--- src/rtl/tlb_ptw_pkg.sv ---
// Shared definitions for the TLB page-table walker.
//   - PTE bit positions (Sv32-style PTE layout)
//   - walker FSM state type
//   - {U,X,W,R} flag packing helper, shared with the TLB
package tlb_ptw_pkg;

   localparam int unsigned PTE_V       = 0;
   localparam int unsigned PTE_R       = 1;
   localparam int unsigned PTE_W       = 2;
   localparam int unsigned PTE_X       = 3;
   localparam int unsigned PTE_U       = 4;
   localparam int unsigned PTE_G       = 5;
   localparam int unsigned PTE_A       = 6;
   localparam int unsigned PTE_D       = 7;
   localparam int unsigned PTE_PPN_LSB = 10;

   typedef enum logic [2:0] {
      ST_IDLE,
      ST_L1_REQ,
      ST_L1_WAIT,
      ST_L0_REQ,
      ST_L0_WAIT,
      ST_DONE,
      ST_FAULT
   } ptw_state_e;

   // Flag packing order used by both the TLB and the walker.
   function automatic logic [3:0] pack_flags(input logic u, input logic x,
                                             input logic w, input logic r);
      return {u, x, w, r};
   endfunction

endpackage

--- src/rtl/ptw_pte_check.sv ---
// Combinational PTE decoder for the page-table walker.
// Ports:
//   pte_i        : raw 32-bit PTE returned by memory
//   level_i      : 1 = level-1 (root) PTE, 0 = level-0 PTE
//   is_leaf_o    : PTE is a leaf (R or X set)
//   fault_o      : PTE is illegal at this level (bus errors handled by caller)
//   flags4_o     : leaf permissions {U,X,W,R}
//   g_o          : global bit
//   ppn20_o      : PTE physical page number
//   misaligned_o : level-1 leaf whose low PPN bits are not zero
module ptw_pte_check
   import tlb_ptw_pkg::*;
(
   input  logic [31:0] pte_i,
   input  logic        level_i,
   output logic        is_leaf_o,
   output logic        fault_o,
   output logic [3:0]  flags4_o,
   output logic        g_o,
   output logic [19:0] ppn20_o,
   output logic        misaligned_o
);

   logic v, r, w, x, u, a;
   logic unused_bits;

   assign v = pte_i[PTE_V];
   assign r = pte_i[PTE_R];
   assign w = pte_i[PTE_W];
   assign x = pte_i[PTE_X];
   assign u = pte_i[PTE_U];
   assign a = pte_i[PTE_A];

   // D is never written back and RSW is software-only.
   assign unused_bits = ^{pte_i[PTE_D], pte_i[9:8]};

   assign is_leaf_o    = r | x;
   assign flags4_o     = pack_flags(u, x, w, r);
   assign g_o          = pte_i[PTE_G];
   assign ppn20_o      = pte_i[PTE_PPN_LSB +: 20];
   assign misaligned_o = level_i & is_leaf_o & (ppn20_o[9:0] != '0);

   assign fault_o = ~v
                  | (~r & w)
                  | (pte_i[31:30] != 2'b00)
                  | (is_leaf_o & ~a)
                  | (~is_leaf_o & ~level_i)
                  | misaligned_o;

endmodule

--- src/rtl/tlb_ptw.sv ---
// Two-level Sv32-style hardware page-table walker servicing TLB misses.
// Ports:
//   clk, rst_n                       : clock, async active-low reset
//   miss_valid/ready, miss_vpn/asid  : miss request from the TLB
//   root_ppn                         : level-1 table base, sampled on accept
//   flush                            : sfence, kills the walk in progress
//   mem_req_*                        : single-outstanding PTE read request
//   mem_resp_*                       : PTE read response (data, bus error)
//   refill_*                         : one-cycle refill pulse + held translation
//   fault_valid/fault_vpn            : one-cycle page-fault pulse
//   busy, walk_count                 : status, completed refill count
module tlb_ptw
   import tlb_ptw_pkg::*;
#(
   parameter int unsigned VPN_WIDTH  = 20,
   parameter int unsigned PPN_WIDTH  = 20,
   parameter int unsigned ASID_WIDTH = 8
) (
   input  logic                  clk,
   input  logic                  rst_n,
   input  logic                  miss_valid,
   output logic                  miss_ready,
   input  logic [VPN_WIDTH-1:0]  miss_vpn,
   input  logic [ASID_WIDTH-1:0] miss_asid,
   input  logic [PPN_WIDTH-1:0]  root_ppn,
   input  logic                  flush,
   output logic                  mem_req_valid,
   input  logic                  mem_req_ready,
   output logic [31:0]           mem_req_addr,
   input  logic                  mem_resp_valid,
   input  logic [31:0]           mem_resp_data,
   input  logic                  mem_resp_err,
   output logic                  refill_valid,
   output logic [VPN_WIDTH-1:0]  refill_vpn,
   output logic [PPN_WIDTH-1:0]  refill_ppn,
   output logic [ASID_WIDTH-1:0] refill_asid,
   output logic [3:0]            refill_flags,
   output logic                  refill_global,
   output logic                  fault_valid,
   output logic [VPN_WIDTH-1:0]  fault_vpn,
   output logic                  busy,
   output logic [15:0]           walk_count
);

   ptw_state_e state_q, state_d;

   logic [VPN_WIDTH-1:0]  vpn_q, vpn_d;
   logic [ASID_WIDTH-1:0] asid_q, asid_d;
   logic [PPN_WIDTH-1:0]  root_q, root_d;
   logic [PPN_WIDTH-1:0]  l1ppn_q, l1ppn_d;
   logic                  gacc_q, gacc_d;
   logic                  kill_q, kill_d;

   logic [VPN_WIDTH-1:0]  rf_vpn_q, rf_vpn_d;
   logic [PPN_WIDTH-1:0]  rf_ppn_q, rf_ppn_d;
   logic [ASID_WIDTH-1:0] rf_asid_q, rf_asid_d;
   logic [3:0]            rf_flags_q, rf_flags_d;
   logic                  rf_global_q, rf_global_d;
   logic [VPN_WIDTH-1:0]  fault_vpn_q, fault_vpn_d;
   logic [15:0]           walk_count_q, walk_count_d;

   logic                  pte_level;
   logic                  pte_leaf;
   logic                  pte_fault;
   logic [3:0]            pte_flags;
   logic                  pte_g;
   logic [19:0]           pte_ppn;
   logic                  unused_misaligned;

   assign pte_level = (state_q == ST_L1_WAIT);

   ptw_pte_check u_pte_check (
      .pte_i        (mem_resp_data),
      .level_i      (pte_level),
      .is_leaf_o    (pte_leaf),
      .fault_o      (pte_fault),
      .flags4_o     (pte_flags),
      .g_o          (pte_g),
      .ppn20_o      (pte_ppn),
      .misaligned_o (unused_misaligned)
   );

   always_comb begin
      state_d      = state_q;
      vpn_d        = vpn_q;
      asid_d       = asid_q;
      root_d       = root_q;
      l1ppn_d      = l1ppn_q;
      gacc_d       = gacc_q;
      kill_d       = kill_q;
      rf_vpn_d     = rf_vpn_q;
      rf_ppn_d     = rf_ppn_q;
      rf_asid_d    = rf_asid_q;
      rf_flags_d   = rf_flags_q;
      rf_global_d  = rf_global_q;
      fault_vpn_d  = fault_vpn_q;
      walk_count_d = walk_count_q;
      miss_ready    = 1'b0;
      mem_req_valid = 1'b0;
      mem_req_addr  = '0;

      case (state_q)
         ST_IDLE: begin
            miss_ready = 1'b1;
            if (miss_valid) begin
               state_d = ST_L1_REQ;
               vpn_d   = miss_vpn;
               asid_d  = miss_asid;
               root_d  = root_ppn;
               gacc_d  = 1'b0;
               // A flush coinciding with the accept kills the walk before
               // any memory request goes out.
               kill_d  = flush;
            end
         end

         ST_L1_REQ, ST_L0_REQ: begin
            mem_req_valid = ~kill_q;
            mem_req_addr  = (state_q == ST_L1_REQ) ? {root_q, vpn_q[19:10], 2'b00}
                                                   : {l1ppn_q, vpn_q[9:0], 2'b00};
            if (kill_q || (flush && !mem_req_ready)) begin
               state_d = ST_IDLE;
            end else if (mem_req_ready) begin
               // Request already issued: a flush now must still drain the response.
               state_d = (state_q == ST_L1_REQ) ? ST_L1_WAIT : ST_L0_WAIT;
               kill_d  = flush;
            end
         end

         ST_L1_WAIT, ST_L0_WAIT: begin
            if (mem_resp_valid) begin
               if (kill_q || flush) begin
                  state_d = ST_IDLE;
               end else if (mem_resp_err || pte_fault) begin
                  state_d     = ST_FAULT;
                  fault_vpn_d = vpn_q;
               end else if (pte_leaf) begin
                  state_d     = ST_DONE;
                  rf_vpn_d    = vpn_q;
                  rf_asid_d   = asid_q;
                  rf_flags_d  = pte_flags;
                  rf_global_d = gacc_q | pte_g;
                  rf_ppn_d    = pte_level ? {pte_ppn[19:10], vpn_q[9:0]} : pte_ppn;
               end else begin
                  state_d = ST_L0_REQ;
                  l1ppn_d = pte_ppn;
                  gacc_d  = pte_g;
               end
            end else if (flush) begin
               kill_d = 1'b1;
            end
         end

         ST_DONE: begin
            state_d      = ST_IDLE;
            walk_count_d = walk_count_q + 16'd1;
         end

         ST_FAULT: begin
            state_d = ST_IDLE;
         end

         default: state_d = ST_IDLE;
      endcase

      if (state_d == ST_IDLE) begin
         kill_d = 1'b0;
      end
   end

   always_ff @(posedge clk or negedge rst_n) begin
      if (!rst_n) begin
         state_q      <= ST_IDLE;
         vpn_q        <= '0;
         asid_q       <= '0;
         root_q       <= '0;
         l1ppn_q      <= '0;
         gacc_q       <= 1'b0;
         kill_q       <= 1'b0;
         rf_vpn_q     <= '0;
         rf_ppn_q     <= '0;
         rf_asid_q    <= '0;
         rf_flags_q   <= '0;
         rf_global_q  <= 1'b0;
         fault_vpn_q  <= '0;
         walk_count_q <= '0;
      end else begin
         state_q      <= state_d;
         vpn_q        <= vpn_d;
         asid_q       <= asid_d;
         root_q       <= root_d;
         l1ppn_q      <= l1ppn_d;
         gacc_q       <= gacc_d;
         kill_q       <= kill_d;
         rf_vpn_q     <= rf_vpn_d;
         rf_ppn_q     <= rf_ppn_d;
         rf_asid_q    <= rf_asid_d;
         rf_flags_q   <= rf_flags_d;
         rf_global_q  <= rf_global_d;
         fault_vpn_q  <= fault_vpn_d;
         walk_count_q <= walk_count_d;
      end
   end

   assign refill_valid  = (state_q == ST_DONE);
   assign fault_valid   = (state_q == ST_FAULT);
   assign busy          = (state_q != ST_IDLE);
   assign refill_vpn    = rf_vpn_q;
   assign refill_ppn    = rf_ppn_q;
   assign refill_asid   = rf_asid_q;
   assign refill_flags  = rf_flags_q;
   assign refill_global = rf_global_q;
   assign fault_vpn     = fault_vpn_q;
   assign walk_count    = walk_count_q;

endmodule

--- config.mk ---
export PLATFORM = sky130hd
export DESIGN_NAME = tlb_ptw
export DESIGN_NICKNAME = d
export VERILOG_FILES = /design/src/rtl/tlb_ptw_pkg.sv /design/src/rtl/ptw_pte_check.sv /design/src/rtl/tlb_ptw.sv
export SDC_FILE = /design/constraint.sdc
export NUM_CORES = 1
export LEC_CHECK = 0
export ABC_CLOCK_PERIOD_IN_PS = 2300
export BUFFER_PORTS_ARGS = -buffer_cell sky130_fd_sc_hd__clkbuf_2
export CAP_MARGIN = 10
export CORE_MARGIN = 1
export CORE_UTILIZATION = 47
export CTS_CLUSTER_SIZE = 20
export DETAILED_ROUTE_END_ITERATION = 8
export GPL_TIMING_DRIVEN = 0
export PLACE_DENSITY = 0.84
export REMOVE_ABC_BUFFERS = 1
export SYNTH_ARGS = -nofsm -noshare
export SYNTH_HDL_FRONTEND = slang
export SYNTH_SLANG_ARGS = --single-unit
--- constraint.sdc ---
create_clock -name clk -period 2.3 [get_ports clk]
set_input_delay 0.69 -clock clk [delete_from_list [all_inputs] [get_ports clk]]
set_output_delay 0.69 -clock clk [all_outputs]
set_load 0.02 [all_outputs]
==> impl_metrics.yaml <==
die:
  io_pins: 213
  die_y_um: 125.6
  die_w_um: 125.6
  start_util_pct: 48.83
  dieArea_um2: 15770
  core_area_um2: 14700
  rows: 44
cells_and_area:
  diodes: 0
  nNetsFinal: 838
  register_area_um2: 4060
  n_fill_cell: 1053
  area_growth_pct: 34.92
  multiInputGateArea_um2: 3153
  drive_above_1_share_pct: 54.26
  design_area_um2: 9683
  utilization_pct: 65.88
cts:
  htree_levels: 4
  hold_buffers: 0
  root_buffer: "clkbuf_16"
  max-clock-path-buffers: 2
  numClockSinks: 162
  numCtsBuffers: 17
  cts_tree: "built"
  clk_latency_ns: 0.42
  clkSlewWorstSetupHoldPaths_ns: 0.06
global_route:
  met1_usage_pct: 32.50
  grt_remaining_overflow: 0
  grt_pass1_wl_um: 29850
  grt_max_degree: 90
  grtUsageMet3_pct: 5.734
  use_met2_pct: 40.10
  grt_pass1_vias: 5533
  grt_use_total_pct: 24.93
  antenna_found_initial: 0
  top_usage_layer: "met2"
synthesis:
  synth_edf_count: 0
  synth-main-ff-cell: "dfrtp_1"
  synth_area_leaders: "dfrtp_1 56%, mux2_4 10%, mux2_1 8.2%, mux2_2 7.5%, mux2i_1 4.5%"
  netlist_area_um2: 7177
  seq_area_frac_synth_pct: 56.49
  yosysUniqueCellTypes: 42
  synth_warnings: 0
  netlist.top_cell.by_area: "dfrtp_1"
  syn_inst: 506
  ys_ff_latch: 162
  synth_top_area_share_pct: 56.49
  synthArstFlopShare_pct: 100.0
  avgSynthCellArea_um2: 14.18
detailed_routing:
  viasPerCell: 5.531
  drtIter0Drc: 344
  totalWireLength_um: 20140
  routedWlPerCell_um: 21.27
  remaining_drc_errors: 15
  dr.pass1.iters: 8
  vias: 5238
  drtAntennaViolNets: 0
worst_setup_path:
  cp_data_arrival_time_ns: 2.76
  r2r_cells: 7
  cp-start-kind: "primary input"
  r2r-end: "refill_ppn[2]"
  cp-end-kind: "flop"
  crit_required_ns: 2.60
  timing.rr.start: "state_q[1]"
  critPathMaxFanout: 14
  crit_type: "primary input to flop"
  r2r_slack_ns: -0.15
place:
  portBuffers: 207
  postPlaceCellArea_um2: 8407
  gp_congestion: 0.7838
  hpwl_um: 11690
  pre_cts_ws_ns: -1.433
timing:
  postLayoutSetupSlackWorst_ns: -0.1615
  rsz0062_at_grt: "yes"
  finalSetupViolCount: 99
  hold_violations: 0
  fmax_ghz: 0.4062
  fin_worst_skew_ns: 0.008787
  tightest_slew_ns: 0.6163
  maxSlewViolCount: 0
  min_period_over_period_pct: 107.0
  finalSetupTns_ns: -8.200
  slew_headroom_pct: 58.91
  finalCriticalPeriod_ns: 2.462
power_and_ir_drop:
  irDropWorstVdd_mv: 0.7443
  p_per_area_nw_per_um2: 1156
  p_leak_nw: 4.979
run:
  maxCapViolCount: 0
outcome:
  failed_checks: "design-rule violations, negative setup slack"
  outcome: "finished, violations left"
min_path:
  hold_path.class: "primary input to async pin"
critical path: stages:
cell and delay, ns:
clkbuf_2 0.12, nor4b_1 0.42, nand4_1 0.20, o211a_4 0.21, or4_4 0.57, clkbuf_16 0.23, mux2_4 0.31
synthesized netlist by cell type, types with 4 or more instances:
master and n:
nand3_1 10, o21ai_0 7, nand2_1 9, o21ai_1 4, clkbuf_1 13, mux2_1 52
buf_2 6, and4_1 4, xor2_1 4, buf_6 5, xnor2_1 12, dfrtp_1 162
inv_1 5, nor3_1 4, mux2i_1 32, nor2_1 39, nand4_1 4, mux2_2 48
mux2_4 49
worst max-delay path by stage:
| stage | startpoint | end | slack, ns | cells after the start |
|---|---|---|---|---|
| 2_1_floorplan | state_q[1] | refill_vpn[1] | -2.26 | 4 |
| 3_3_place_gp | state_q[1] | refill_ppn[5] | -4.07 | 4 |
| 3_5_place_dp | state_q[1] | refill_vpn[1] | -1.43 | 6 |
| 4_1_cts | state_q[0] | refill_vpn[1] | -0.12 | 7 |
| 5_1_grt | state_q[2] | busy | -0.20 | 6 |
| 6_report | mem_resp_data[12] | refill_ppn[2] | -0.16 | 7 |
timing repair:
action / CTS / global route
endpoints found under the setup margin: 181 / 119
pin swaps: 4 / 7
cloned: 4 / 4
resized for setup: 43 / 85
buffers inserted: 26 / 7
logic make-up after synthesis:
family,after synthesis,synth area share [%]
adder cells (fa/ha/maj),1,0.1743
buffers and inverters,35,2.615
other,1,0.05225
AO/OA/AOI/OAI,23,2.092
XOR/XNOR,16,1.953
multiplexers,181,30.40
AND/OR/NAND/NOR,87,6.224
flip-flops,162,56.49
layout by cell type (no fill, tap or decap), drive strengths merged, types with 6 or more instances in the layout:
master    n
clkbuf  202
xnor2    12
nand2     9
nor2     39
o21ai    11
dfrtp   162
mux2    149
buf      72
mux2i    32
nand3    10
inv       6
sequential cells by signal (all words and copies together) (netlist names):
| signal | count |
|---|---|
| refill_flags | 4 |
| kill_q | 1 |
| l1ppn_q | 20 |
| state_q | 3 |
| refill_vpn | 20 |
| fault_vpn | 20 |
| vpn_q | 20 |
| refill_asid | 8 |
| root_q | 20 |
| asid_q | 8 |
| refill_global | 1 |
| refill_ppn | 20 |
| gacc_q | 1 |
| walk_count | 16 |
routing by layer:
metal / wire length (um) / part of all wire, %
met5: 0 / 0
met4: 516 / 2.6
met3: 1340 / 6.7
met2: 9727 / 48
met1: 8556 / 42
power breakdown:
part           internal (W)  leakage [nW]  switching [W]
Combinational       0.00202          2.59        0.00229
Clock               0.00164         0.280        0.00111
Sequential          0.00357          2.11       0.000547
Total               0.00724          4.98        0.00395
metrics by stage:
stage	cells	hold WS, ns	power (W)
floorplan	477	0.3944	0.006249
CTS	936	0.2982	0.01072
finish	947	0.2766	0.01119
global route	947	0.3255	0.01169
detailed placement	874	0.4635	0.007502
global placement	868	0.4540	0.007309
layout make-up:
type                       count  share of cell area [%]
clock inverter                 7                  0.7495
inverter                       5                  0.1938
tap                          184                   2.378
timing repair buffer         249                   16.97
multi-input combinational    315                   32.56
clock buffer                  25                   5.220
sequential                   162                   41.93
(Power assumes the default switching activity.)
